## src/rtl/frame_packetizer_pkg.sv

```systemverilog
// Shared types and header-layout helpers for the frame packetizer.
package frame_packetizer_pkg;

  localparam int unsigned MODE_LEN = 8;
  localparam int unsigned LENF_LEN = 16;
  localparam int unsigned LEN_W    = 16;

  typedef enum logic [5:0] {
    ST_IDLE  = 6'b000001,
    ST_HDR   = 6'b000010,
    ST_PLD   = 6'b000100,
    ST_PAD   = 6'b001000,
    ST_DRAIN = 6'b010000,
    ST_GAP   = 6'b100000
  } state_e;

  // Header field offsets: [preamble|sync|mode|length|tail]
  function automatic int unsigned mode_off(input int unsigned pre_len, input int unsigned sync_len);
    return pre_len + sync_len;
  endfunction

  function automatic int unsigned lenf_off(input int unsigned pre_len, input int unsigned sync_len);
    return mode_off(pre_len, sync_len) + MODE_LEN;
  endfunction

  function automatic int unsigned tail_off(input int unsigned pre_len, input int unsigned sync_len);
    return lenf_off(pre_len, sync_len) + LENF_LEN;
  endfunction

  function automatic int unsigned hdr_len(input int unsigned pre_len, input int unsigned sync_len,
                                          input int unsigned tail_len);
    return tail_off(pre_len, sync_len) + tail_len;
  endfunction

  // Payload beat count: BPSK one bit per beat, QPSK two bits per beat rounded up
  function automatic logic [LEN_W-1:0] calc_beats(input logic mode, input logic [LEN_W-1:0] len);
    logic [LEN_W:0] sum;
    sum = (LEN_W+1)'(len) + (LEN_W+1)'(1);
    return mode ? len : LEN_W'(sum >> 1);
  endfunction

endpackage

```

## src/rtl/frame_packetizer_hdr_gen.sv

```systemverilog
// Combinational header symbol lookup: header index, mode and length to one header bit.
module frame_packetizer_hdr_gen
  import frame_packetizer_pkg::*;
#(
  parameter int unsigned PRE_LEN  = 224,
  parameter int unsigned SYNC_LEN = 32,
  parameter int unsigned IDX_W    = 9
) (
  input  logic [IDX_W-1:0] idx,
  input  logic             mode,
  input  logic [LEN_W-1:0] len,
  output logic             hdr_bit_c
);

  localparam int unsigned SYNC_OFF = PRE_LEN;
  localparam int unsigned MODE_OFF = mode_off(PRE_LEN, SYNC_LEN);
  localparam int unsigned LENF_OFF = lenf_off(PRE_LEN, SYNC_LEN);
  localparam int unsigned TAIL_OFF = tail_off(PRE_LEN, SYNC_LEN);
  localparam int unsigned POS_W    = $clog2(LENF_LEN);

  logic [POS_W-1:0] len_pos;

  // Length field goes out MSB first, so bit index is the inverted field position
  always_comb begin
    len_pos = POS_W'(idx - IDX_W'(LENF_OFF));
    if (idx < IDX_W'(SYNC_OFF)) begin
      hdr_bit_c = idx[0];
    end else if (idx < IDX_W'(MODE_OFF)) begin
      hdr_bit_c = ~idx[0];
    end else if (idx < IDX_W'(LENF_OFF)) begin
      hdr_bit_c = mode ^ idx[0];
    end else if (idx < IDX_W'(TAIL_OFF)) begin
      hdr_bit_c = len[~len_pos];
    end else begin
      hdr_bit_c = idx[0];
    end
  end

endmodule

```

## src/rtl/frame_packetizer.sv

```systemverilog
// Frames a payload AXIS stream with a fixed header and enforced idle gap, feeding the PSK modulator.
module frame_packetizer
  import frame_packetizer_pkg::*;
#(
  parameter int unsigned BYTES    = 1,
  parameter int unsigned PRE_LEN  = 224,
  parameter int unsigned SYNC_LEN = 32,
  parameter int unsigned TAIL_LEN = 40,
  parameter int unsigned GAP_LEN  = 4
) (
  input  logic                 clk,
  input  logic                 rst_n,
  input  logic [LEN_W-1:0]     payload_length,
  input  logic [BYTES*8-1:0]   in_tdata,
  input  logic                 in_tvalid,
  output logic                 in_tready,
  input  logic                 in_tlast,
  input  logic                 in_tuser,
  output logic [BYTES*8-1:0]   out_tdata,
  output logic                 out_tvalid,
  input  logic                 out_tready,
  output logic                 out_tlast,
  output logic                 out_tuser,
  output logic                 hdr_vld,
  output logic                 busy,
  output logic                 err_len
);

  localparam int unsigned DW       = BYTES * 8;
  localparam int unsigned HDR_LEN  = hdr_len(PRE_LEN, SYNC_LEN, TAIL_LEN);
  localparam int unsigned IDX_W    = $clog2(HDR_LEN);
  localparam int unsigned GAP_W    = $clog2(GAP_LEN + 1);
  localparam logic [IDX_W-1:0] HDR_LAST = IDX_W'(HDR_LEN - 1);
  localparam logic [GAP_W-1:0] GAP_LAST = GAP_W'(GAP_LEN - 1);

  state_e             state, state_n;
  logic [IDX_W-1:0]   hdr_idx, hdr_idx_n;
  logic [LEN_W-1:0]   pld_cnt, pld_cnt_n;
  logic [GAP_W-1:0]   gap_cnt, gap_cnt_n;
  logic               mode_q, mode_n;
  logic [LEN_W-1:0]   len_q, len_n;
  logic [LEN_W-1:0]   n_beats, n_beats_n;
  logic [DW-1:0]      out_tdata_n;
  logic               out_tvalid_n, out_tlast_n, out_tuser_n, hdr_vld_n, busy_n, err_len_n;

  logic               load_c, in_tready_c, hdr_last_c, pld_last_c, hdr_bit_c;

  frame_packetizer_hdr_gen #(
    .PRE_LEN  (PRE_LEN),
    .SYNC_LEN (SYNC_LEN),
    .IDX_W    (IDX_W)
  ) u_hdr_gen (
    .idx       (hdr_idx),
    .mode      (mode_q),
    .len       (len_q),
    .hdr_bit_c (hdr_bit_c)
  );

  // Output register may take a new beat when empty or being accepted this cycle
  assign load_c      = ~out_tvalid | out_tready;
  assign in_tready_c = ((state == ST_PLD) || (state == ST_DRAIN)) && load_c;
  assign in_tready   = in_tready_c;
  assign hdr_last_c  = (hdr_idx == HDR_LAST);
  assign pld_last_c  = ((LEN_W+1)'(pld_cnt) + (LEN_W+1)'(1)) == (LEN_W+1)'(n_beats);

  always_ff @(posedge clk or negedge rst_n) begin
    if (!rst_n) begin
      state      <= ST_IDLE;
      hdr_idx    <= '0;
      pld_cnt    <= '0;
      gap_cnt    <= '0;
      mode_q     <= 1'b0;
      len_q      <= '0;
      n_beats    <= '0;
      out_tdata  <= '0;
      out_tvalid <= 1'b0;
      out_tlast  <= 1'b0;
      out_tuser  <= 1'b1;
      hdr_vld    <= 1'b0;
      busy       <= 1'b0;
      err_len    <= 1'b0;
    end else begin
      state      <= state_n;
      hdr_idx    <= hdr_idx_n;
      pld_cnt    <= pld_cnt_n;
      gap_cnt    <= gap_cnt_n;
      mode_q     <= mode_n;
      len_q      <= len_n;
      n_beats    <= n_beats_n;
      out_tdata  <= out_tdata_n;
      out_tvalid <= out_tvalid_n;
      out_tlast  <= out_tlast_n;
      out_tuser  <= out_tuser_n;
      hdr_vld    <= hdr_vld_n;
      busy       <= busy_n;
      err_len    <= err_len_n;
    end
  end

  always_comb begin
    state_n      = state;
    hdr_idx_n    = hdr_idx;
    pld_cnt_n    = pld_cnt;
    gap_cnt_n    = gap_cnt;
    mode_n       = mode_q;
    len_n        = len_q;
    n_beats_n    = n_beats;
    out_tdata_n  = out_tdata;
    out_tvalid_n = out_tvalid;
    out_tlast_n  = out_tlast;
    out_tuser_n  = out_tuser;
    hdr_vld_n    = hdr_vld;
    err_len_n    = 1'b0;

    // Accepted or empty register drops to idle unless a state loads a new beat below
    if (load_c) begin
      out_tvalid_n = 1'b0;
      out_tlast_n  = 1'b0;
      hdr_vld_n    = 1'b0;
    end

    unique case (state)
      ST_IDLE: begin
        if (in_tvalid) begin
          mode_n    = in_tuser;
          len_n     = payload_length;
          n_beats_n = calc_beats(in_tuser, payload_length);
          hdr_idx_n = '0;
          pld_cnt_n = '0;
          gap_cnt_n = '0;
          state_n   = ST_HDR;
        end
      end
      ST_HDR: begin
        if (load_c) begin
          out_tvalid_n = 1'b1;
          out_tdata_n  = {DW{hdr_bit_c}};
          out_tuser_n  = 1'b1;
          hdr_vld_n    = 1'b1;
          out_tlast_n  = hdr_last_c && (n_beats == '0);
          if (hdr_last_c) begin
            state_n = (n_beats == '0) ? ST_GAP : ST_PLD;
          end else begin
            hdr_idx_n = hdr_idx + IDX_W'(1);
          end
        end
      end
      ST_PLD: begin
        if (load_c && in_tvalid) begin
          out_tvalid_n = 1'b1;
          out_tdata_n  = in_tdata;
          out_tuser_n  = mode_q;
          out_tlast_n  = pld_last_c;
          pld_cnt_n    = pld_cnt + LEN_W'(1);
          if (pld_last_c) begin
            if (in_tlast) begin
              state_n = ST_GAP;
            end else begin
              err_len_n = 1'b1;
              state_n   = ST_DRAIN;
            end
          end else if (in_tlast) begin
            err_len_n = 1'b1;
            state_n   = ST_PAD;
          end
        end
      end
      ST_PAD: begin
        if (load_c) begin
          out_tvalid_n = 1'b1;
          out_tdata_n  = '0;
          out_tuser_n  = mode_q;
          out_tlast_n  = pld_last_c;
          pld_cnt_n    = pld_cnt + LEN_W'(1);
          if (pld_last_c) state_n = ST_GAP;
        end
      end
      ST_DRAIN: begin
        if (in_tready_c && in_tvalid && in_tlast) state_n = ST_GAP;
      end
      ST_GAP: begin
        // Count only cycles where the final beat has already left the register
        if (!out_tvalid) begin
          if (gap_cnt == GAP_LAST) begin
            gap_cnt_n = '0;
            state_n   = ST_IDLE;
          end else begin
            gap_cnt_n = gap_cnt + GAP_W'(1);
          end
        end
      end
      default: state_n = ST_IDLE;
    endcase

    busy_n = (state_n != ST_IDLE);
  end

endmodule

```

## config.mk

```make
export PLATFORM = sky130hd
export DESIGN_NAME = frame_packetizer
export DESIGN_NICKNAME = d
export VERILOG_FILES = /design/src/rtl/frame_packetizer_pkg.sv /design/src/rtl/frame_packetizer_hdr_gen.sv /design/src/rtl/frame_packetizer.sv
export SDC_FILE = /design/constraint.sdc
export NUM_CORES = 1
export LEC_CHECK = 0
export ABC_AREA = 0
export CORE_AREA = 3 3 109 111
export CTS_CLUSTER_DIAMETER = 30
export DETAILED_ROUTE_END_ITERATION = 6
export DIE_AREA = 0 0 112 114
export SYNTH_ARGS = -nofsm -noshare
export SYNTH_HDL_FRONTEND = slang
export SYNTH_SLANG_ARGS = --single-unit
export TNS_END_PERCENT = 1
```

## constraint.sdc

```tcl
create_clock -name clk -period 6.4 [get_ports clk]
set_input_delay 1.28 -clock clk [delete_from_list [all_inputs] [get_ports clk]]
set_output_delay 1.28 -clock clk [all_outputs]
set_load 0.02 [all_outputs]
```

# [Yosys cells after proc, flatten, opt, wreduce, memory -nomap -nowiden]
# Index checks and enable logic that the tools add are counted.
[word_totals] register_bits=81 output_inout_bits=15 input_bits=30
[classes] n_bitwise=5 n_addsub=6 eq_ne=16 reduce_logical=17 muxes=58 n_lt_le_gt_ge=5
[ops] operator="$mux 6" count=13
[ops] operator="$mux 16" count=4
[ops] operator="$pmux 16 s3" count=1
[ops] operator="$pmux 6 s6" count=1
[ops] operator="$add 16x1->17 const B" count=2
[ops] operator="$lt 9x9->1 const B" count=3
[ops] operator="$mux 9" count=3
[ops] operator="$mux 8" count=3
[ops] operator="$pmux 8 s3" count=1
[ops] operator="$mux 1" count=23
[ops] operator="$pmux 9 s2" count=1
[ops] operator="$eq 17x16->1" count=1
[ops] operator="$add 16x1->16 const B" count=1
[ops] operator="$logic_not 16->1" count=1
[ops] operator="$reduce_and 4->1" count=3
[ops] operator="$ne 2x2->1 const B" count=5
[ops] operator="$add 9x1->9 const B" count=1
[ops] operator="$eq 9x9->1 const B" count=1
[ops] operator="$lt 9x8->1 const B" count=1
[ops] operator="$mux 3" count=3
[ops] operator="$eq 6x1->1 const B" count=1
[ops] operator="$eq 6x2->1 const B" count=1
[ops] operator="$eq 6x3->1 const B" count=1
[ops] operator="$eq 6x4->1 const B" count=1
[ops] operator="other kinds (23)" count=31

# [Depth between registers and ports, before layout]
# Gate-level depths: netlist of run 1.
[depth] ltp_word=10 ltp_mapped=9

# [By module]
# A second synthesis of run 1 with hierarchy kept.
[unflattened] cells_unflattened=584 area_unflattened_um2=4919.7
[modules_own_cells] mod="frame_packetizer" cells_per_inst=552 area_per_inst_um2=4672.0 instances=1 seq_area_each_um2=2029.4
[modules_own_cells] mod="frame_packetizer_hdr_gen" cells_per_inst=32 area_per_inst_um2=247.7 instances=1 seq_area_each_um2=0.0

# [Least setup slack after synthesis of run 1]
# No wires, ideal clock.
[synth_timing] kind="input -> output" startpoint="input out_tready" endpoint="output in_tready" arrival_ns=1.821 setup_slack_ns=3.299 t_required_ns=5.120 stages=3 path_cell_list="nor2b_1 -> clkbuf_1 -> a21oi_1"
[synth_via] elab_chain_len=2
[synth_rtl] element="start: declaration" line_no="frame_packetizer.sv:21" rtl="input logic out_tready,"
[synth_rtl] element="$or 1x1->1" line_no="frame_packetizer.sv:60" rtl="assign load_c = ~out_tvalid | out_tready;"
[synth_rtl] element="$logic_and 1x1->1" line_no="frame_packetizer.sv:61" rtl="assign in_tready_c = ((state == ST_PLD) || (state == ST_DRAIN)) && load_c;"
[synth_rtl] element="end: declaration" line_no="frame_packetizer.sv:16" rtl="output logic in_tready,"
# Every way passes these cells.

# [Worst setup path in the final report of run 1]
# Ends and elaborated chain as after synthesis.

==> results of run 1 <==
==> cells in the final DEF (no fill, tap or decap), types with 9 or more instances in the layout <==
master           Yosys  routed
inv_1               12      12
mux2i_1              9       9
nand4_1              9       9
nor2b_1             13      13
a21oi_1             24      24
dfrtp_1             79      79
nand3_1             28      28
nor2_1              37      37
o21ai_0             54      54
xnor2_1             13      13
clkdlybuf4s50_1      0      43
o31ai_1              9       9
clkbuf_8             0      10
xor2_1              14      14
nand2_1            114     114
==> kinds of logic (layout without fill, tap and decap cells) <==
family                     count (synthesis)  after routing  synth area share (%)
AOI/OAI and AO/OA                        135            135                  17.7
adders and majority gates                  4              4                  1.02
xor gates and xnor gates                  27             27                  4.83
DFF                                       81             81                  41.4
muxes                                     13             13                  3.29
and+or+nand+nor                          267            267                  27.8
buffers and inverters                     46             75                  3.88
==> cell usage after synthesis (3+ instances only) <==
library cell	instances	share of area, %
nand3b_1	3	0.46
a21oi_1	24	2.5
ha_1	4	1.0
o311ai_0	4	0.72
xnor2_1	13	2.3
buf_2	5	0.51
o22ai_1	5	0.64
nor3_1	8	0.82
nand4_1	9	1.1
clkbuf_1	24	1.8
nand2_1	114	8.7
inv_1	12	0.92
nand2b_1	5	0.64
o21ai_0	54	5.5
and3_1	4	0.51
mux2i_1	9	1.8
or2_2	7	0.89
a21o_1	5	0.77
nor2_1	37	2.8
nor2b_1	13	1.7
o41ai_1	4	0.72
dfrtp_1	79	40
nor3b_1	3	0.46
a31oi_1	3	0.38
nand3_1	28	2.9
nor4_1	8	1.0
o31ai_1	9	1.4
or3_1	6	0.77
xor2_1	14	2.5
buf_1	3	0.23
==> power groups by stage <==
stage                     sequential, W  clock, W  combinational [W]
after CTS                      0.000801  0.000396           0.000653
after detailed placement       0.000811         0           0.000648
final                          0.000799  0.000378           0.000645
after global routing           0.000821  0.000421           0.000727
after global placement         0.000805         0           0.000638
after floorplan                0.000800         0           0.000434
==> metal layers <==
| layer | vias to the layer above | GRT usage (%) | part of all wire [%] | routed length (um) |
|---|---|---|---|---|
| met1 | 1988 | 25.7 | 46 | 5330 |
| met4 | 0 | 5.69 | 1.3 | 157 |
| li1 | 2090 | - | - | - |
| met2 | 83 | 31.5 | 49 | 5720 |
| met3 | 10 | 4.77 | 4.3 | 507 |
| met5 | - | 0 | 0 | 0 |
==> layout make-up <==
type / instances / area, um^2 / share of cell area, %
clock inverter: 5 / 56.3 / 1.01
timing repair buffer: 47 / 460 / 8.23
multi-input combinational: 446 / 2680 / 48.0
clock buffer: 11 / 141 / 2.53
sequential: 81 / 2030 / 36.3
tap: 140 / 175 / 3.13
inverter: 12 / 45.0 / 0.806
==> registers in the layout, summed over array words and instances (netlist names), named ones only <==
name        count
len_q          16
n_beats        16
pld_cnt        16
hdr_idx         9
out_tdata       8
state           6
gap_cnt         3
busy            1
err_len         1
mode_q          1
out_tlast       1
out_tuser       1
out_tvalid      1
==> metrics by stage <==
step | area, um^2 | setup WS, ps | hold WS (ps) | cells
4_1_cts | 5590 | 2320 | 481 | 742
5_1_grt | 5590 | 2170 | 508 | 742
6_report | 5590 | 2310 | 479 | 742
3_3_place_gp | 5390 | 2360 | 454 | 726
3_5_place_dp | 5390 | 2320 | 459 | 726
2_1_floorplan | 4900 | 3300 | 440 | 573
==> worst max-delay path, delay by kind of cell <==
kind,cells,cell delay [ps]
AO/OA/AOI/OAI,1,80
AND/OR/NAND/NOR,1,470
buffers and inverters,2,970
==> final timing paths <==
check	endpoint	startpoint	depth (start not counted)	slack (ps)
worst max-delay path	in_tready	out_tready	4	2310
worst min-delay path	len_q[10]	len_q[10]	2	480
worst max register to register	err_len	pld_cnt[0]	8	3340
worst min register to register	len_q[10]	len_q[10]	2	480
max in group asynchronous	hdr_idx[6]	rst_n	2	4540
min in group asynchronous	err_len	rst_n	1	780
==> run metrics, run 1 <==
drt wl/cell 15.8 um; Peak VDD IR approximately 0.17 mV; Syn Inst Count 573; Critical Path RT between 5000 and 6000 ps; largest net degree at the start of global routing 65; Synthesis Warnings 0; Hold Path Class register to register; Synth cell types a little under 80; crit path DAT around 2800 ps; clk_lat worst skew 360 ps; Clock transition at path regs ~80 ps; vias in the first global route 4085; most used cell, CP clkdlybuf4s50_1; core box area around 0.011 mm^2; Layout Skew between 8 and 9 ps; Net Switching 0.000692 W; clock group share of total power around a fifth; P&R area growth vs syn 14.2%; # Post-CTS Setup Buffers 0; chip width 112 um; Tightest Pin Transition 1050 ps; Starting DRT DRC Count between 200 and 300; Post-Route Setup TNS 0 ps; Reg power frac a little over two fifths; IO Port Bufs 44; CTS hold repair buffers 0; starting density of the core roughly 45%; Die H ~110 um; Leakage approximately 2.3 nW; Sw Share 38.0%; Crit Path Category input port to output pin; combinational power share approximately 35%; Max Cap Violations 0; detailed placement HPWL about 8400 um; fmax 245 MHz; PostCTS Resize Cnt 0; worst-path cell chain clkdlybuf4s50_1 > nor2b_1 > a21oi_1 > clkdlybuf4s50_1; layout cell share with drive strength beyond 1 around 8.3%; status finished clean; Worst path slowest cell clkdlybuf4s50_1; #FFs+latches synth 81; row count 38; RD Place Congestion ~0.85; CP Max Fanout 8; DRT Wirelength 11700 um; setup violators final 0; Core Util, Final about 51%; slowest stage delay, CP around 560 ps; Ports 45; Post-route DRC 0; synthesized area 0.00490 mm^2; count of pins over their slew limit 0; Power Density 326 mW/mm^2; internal power between 0.001 and 0.0015 W; Final ANT Viol Nets 0; fillcell total around 1100; Final nets ~630; CTS max path bufs 2; post-synthesis async set-or-reset flop share 100%; Tmin final 4090 ps; CP startpoint kind input port; Final Hold Fails 0; slew margin rel. 29.8%; syn_nets 607; unrepaired setup endpoints after global routing no; grt ovf 0; DR pass1 iterations 4; CTS Sinks slightly above 80; Total Power ~0.0018 W; via count between 4000 and 5000; Setup crit end kind output pin; clk root buf clkbuf_8; Final Cycle Share 63.9%; number of synthesized flops with an enable pin 0; # diodes 0; die area about 0.013 mm^2; DR vias/cell between 5 and 6; main flop type after synthesis dfrtp_1; part of the Yosys area used for sequential elements 41.4%; CTS tree done; TritonCTS Buffers 9; first-pass GRT wire length 20100 um; H-tree depth 3; Mapped Avg Cell Area between 8 and 9 um^2; Total GRT Usage between 10% and 20%; antenna violations before repair 0
No activity file was read; power rests on OpenSTA's default activity.
==> run 2: changes to the inputs <==
- clock period: 6.4 -> 4.15 ns (I/O delays scaled with it)
==> run metrics, run 2 (synthesis gave the netlist of run 1 again) <==
DR vias/cell about 5.7; drt wl/cell approximately 16 um; Power Density 514 mW/mm^2; Total GRT Usage about a fifth; fillcell total 1047; Critical Path RT around 3300 ps; detailed placement HPWL 8340 um; count of pins over their slew limit 0; P&R area growth vs syn 15.1%; Hold Path Class register to register; DRT Wirelength between 10000 and 15000 um; setup violators final 0; most frequent cells in the layout nand2_1 (114), dfrtp_1 (79), o21ai_0 (54); Final nets 633; clock group share of total power approximately 23%; commonest non-fill, non-tap cell in the layout nand2_1; r2r setup slk about 1200 ps; Reg2Reg Depth 8; Post-route DRC 0; worst hold stages 2; via count roughly 4200; Setup crit end kind output pin; Crit Path Category register to output pin; clk_lat worst skew ~360 ps; Clock transition at path regs approximately 90 ps; combinational power share ~34%; Peak VDD IR 0.263 mV; die area approximately 0.013 mm^2; Worst Hold Endpoint len_q[6]; CTS max path bufs 2; Final Hold Fails 0; biggest regs len_q x16, n_beats x16, pld_cnt x16; first-pass GRT wire length between 15000 and 20000 um; Reg power frac 42.5%; Layout Skew 9.57 ps; Finished Cell Area approximately 0.0056 mm^2; Max Cap Violations 0; slew margin rel. slightly above 30%; clk root buf clkbuf_8; layout cell share with drive strength beyond 1 roughly 8.6%; Total Power between 0.002 and 0.003 W; Starting DRT DRC Count 290; row count 38; CTS Sinks 81; crit path DAT ~2800 ps; Leakage 2.35 nW; CTS tree done; Net Switching approximately 0.0011 W; Die H ~110 um; Core Util, Final 51.8%; CTS hold repair buffers 0; worst flop-to-flop path endpoint err_len; PnR worst setup slack about 560 ps; Tmin final about 3600 ps; Sw Share 36.9%; CP startpoint kind register; reg-to-reg startpoint pld_cnt[0]; TritonCTS Buffers 9; antenna violations before repair 0; core box area 0.0109 mm^2; chip width 112 um; largest net degree at the start of global routing around 80; Ports 45; Post-Route Setup TNS 0 ps; fmax around 280 MHz; RD Place Congestion approximately 0.86; Final Cycle Share between 80% and 90%; # diodes 0; vias in the first global route 4071; PostCTS Resize Cnt 0; Tightest Pin Transition roughly 1000 ps; internal power roughly 0.0018 W; grt ovf 0; IO Port Bufs 44; H-tree depth 3; CP Max Fanout 12; status finished clean; worst hold start len_q[6]; DR pass1 iterations 6; # Post-CTS Setup Buffers 0; worst slack at placement 959 ps; Placed Area between 0.005 and 0.006 mm^2; Final ANT Viol Nets 0; starting density of the core between 40% and 50%; unrepaired setup endpoints after global routing no
[run 2: power by group through the flow]
| stage | Sequential [W] | Combinational, W | Clock (W) |
|---|---|---|---|
| 2_1_floorplan | 0.00123 | 0.000670 | 0 |
| 3_3_place_gp | 0.00124 | 0.000991 | 0 |
| 3_5_place_dp | 0.00125 | 0.00100 | 0 |
| 4_1_cts | 0.00124 | 0.00101 | 0.000685 |
| 5_1_grt | 0.00127 | 0.00113 | 0.000721 |
| 6_report | 0.00123 | 0.000998 | 0.000669 |
[run 2: worst max-delay path by stage]
stage	startpoint	endpoint	slack (ps)	cells after the start
3_5_place_dp	state[1]	in_tready	960	4
6_report	state[1]	in_tready	560	4
2_1_floorplan	state[1]	in_tready	1510	3
3_3_place_gp	state[1]	in_tready	950	4
5_1_grt	state[1]	in_tready	480	4
4_1_cts	state[1]	in_tready	550	4
[run 2: through the flow]
stage / hold slack (ps) / cells
floorplan: 440 / 573
global placement: 460 / 728
detailed placement: 460 / 728
CTS: 483 / 744
global route: 522 / 744
finish: 477 / 744
[run 2: layout make-up]
cell class	count	area [um^2]	share of cell area, %
Tap cell	140	175	3.11
Sequential cell	81	2030	36.0
Inverter	12	45.0	0.799
Clock inverter	4	76.3	1.35
Multi-Input combinational cell	446	2680	47.6
Clock buffer	12	155	2.75
Timing Repair Buffer	49	475	8.43
[run 2: critical path, stage by stage, from the launching register on]
cell and delay (ps):
dfrtp_1 520, or4b_2 770, or2_2 340, a21oi_1 150
clkdlybuf4s50_1 620
[run 2: per-layer routing]
metal  vias to the layer above  part of all wire [%]  GRT usage [%]
met4                         0                   1.2           6.09
li1                       2088                     -              -
met2                        77                    48           31.5
met3                        11                   3.7           3.02
met1                      2035                    47           25.1
met5                         -                     0              0
==> run 3: changes to the inputs <==
- CAP_MARGIN: default -> 20
- CTS_CLUSTER_DIAMETER: 30 -> default
==> run metrics, run 3 (synthesis gave the netlist of run 1 again) <==
status finished clean; layout cell share with drive strength beyond 1 8.76%; DR pass1 iterations 6; Placed Cells about 730; FF/Latch Area 0.00203 mm^2; grt ovf 0; multi-input gate area in the final layout roughly 0.0027 mm^2; crit path DAT ~2800 ps; Cell Count, Final, Fillers Out ~750; Final Cycle Share roughly 86%; most frequent cells in the layout nand2_1 (114), dfrtp_1 (79), o21ai_0 (54); row count 38; PostCTS Resize Cnt 0; Setup crit end kind output pin; first-pass GRT wire length 19700 um; Final ANT Viol Nets 0; vias in the first global route 4071; Starting DRT DRC Count 250; Post-route DRC 0; clk root buf clkbuf_8; CTS Sinks 81; Final nets 634; # diodes 0; # Post-CTS Setup Buffers 0; CTS hold repair buffers 0; setup violators final 0; CP startpoint kind register; Total GRT Usage roughly a fifth; starting density of the core between 40% and 50%; PnR worst setup slack 573 ps; Placed Area ~0.0054 mm^2; Tightest Pin Transition about 1000 ps; chip width approximately 110 um; biggest regs len_q x16, n_beats x16, pld_cnt x16; CTS max path bufs 2; fmax 280 MHz; Finished Cell Area approximately 0.0057 mm^2; via count ~4200; drt wl/cell ~16 um; P&R area growth vs syn 15.7%; Post-Route Setup TNS 0 ps; r2r setup slk about 1200 ps; worst slack at placement 959 ps; reg-to-reg startpoint pld_cnt[0]; count of pins over their slew limit 0; unrepaired setup endpoints after global routing no; Crit Path Category register to output pin; detailed placement HPWL 8340 um; CP Max Fanout 12; core box area between 0.01 and 0.015 mm^2; commonest non-fill, non-tap cell in the layout nand2_1; Clock transition at path regs 80 ps; Max Cap Violations 0; die area around 0.013 mm^2; Leakage 2.36 nW; clk_lat worst skew 360 ps; Tmin final about 3600 ps; worst flop-to-flop path endpoint err_len; Hold Path Class input port to async pin; DRT Wirelength between 10000 and 15000 um; slew margin rel. 33.2%; fillcell total 1044; Power Density approximately 500 mW/mm^2; H-tree depth 3; largest net degree at the start of global routing 82; Reg2Reg Depth 8; IO Port Bufs 44; CTS tree done; Layout Skew 8.60 ps; TritonCTS Buffers 9; RD Place Congestion roughly 0.86; DR vias/cell approximately 5.6; Die H between 100 and 150 um; Critical Path RT 3320 ps; antenna violations before repair 0; Peak VDD IR approximately 0.26 mV; Ports 45; Final Hold Fails 0
run 3: report_power, final:
group,switching [W],internal (W),leakage [nW]
clock network,0.000294,0.000373,0.113
logic,0.000555,0.000446,1.20
registers,0.000219,0.00102,1.05
run 3: final cells by class:
cell class	count	share of cell area (%)
flip-flops and latches	81	35.8
multi-input cells	446	47.4
repair buffers	50	8.87
inverters	12	0.795
clock buffers	12	2.74
clock inverters	4	1.35
well taps	140	3.09
run 3: metrics by stage:
step | total power, W | hold slack [ps] | util, %
6_report | 0.00290 | 317 | 52.1
5_1_grt | 0.00312 | 312 | 52.1
3_5_place_dp | 0.00226 | 460 | 49.7
4_1_cts | 0.00293 | 483 | 51.8
3_3_place_gp | 0.00223 | 460 | 49.7
2_1_floorplan | 0.00190 | 440 | -
run 3: worst max path at each step:
stage / endpoint / startpoint / cells after the start
detailed placement: in_tready / state[1] / 4
finish: in_tready / state[1] / 4
global route: in_tready / state[1] / 4
floorplan: in_tready / state[1] / 3
global placement: in_tready / state[1] / 4
CTS: in_tready / state[1] / 4
run 3: worst max-delay path, stage by stage, from the launching register on:
cell	delay, ps
dfrtp_1	520
or4b_2	770
or2_2	340
a21oi_1	150
clkdlybuf4s50_1	620
run 3: routing by layer:
metal | wire (um) | global-route usage, % | vias up
met3 | 408 | 3.02 | 14
met2 | 5620 | 31.5 | 69
met4 | 167 | 6.09 | 0
met5 | 0 | 0 | -
li1 | - | - | 2095
met1 | 5470 | 25.1 | 2015
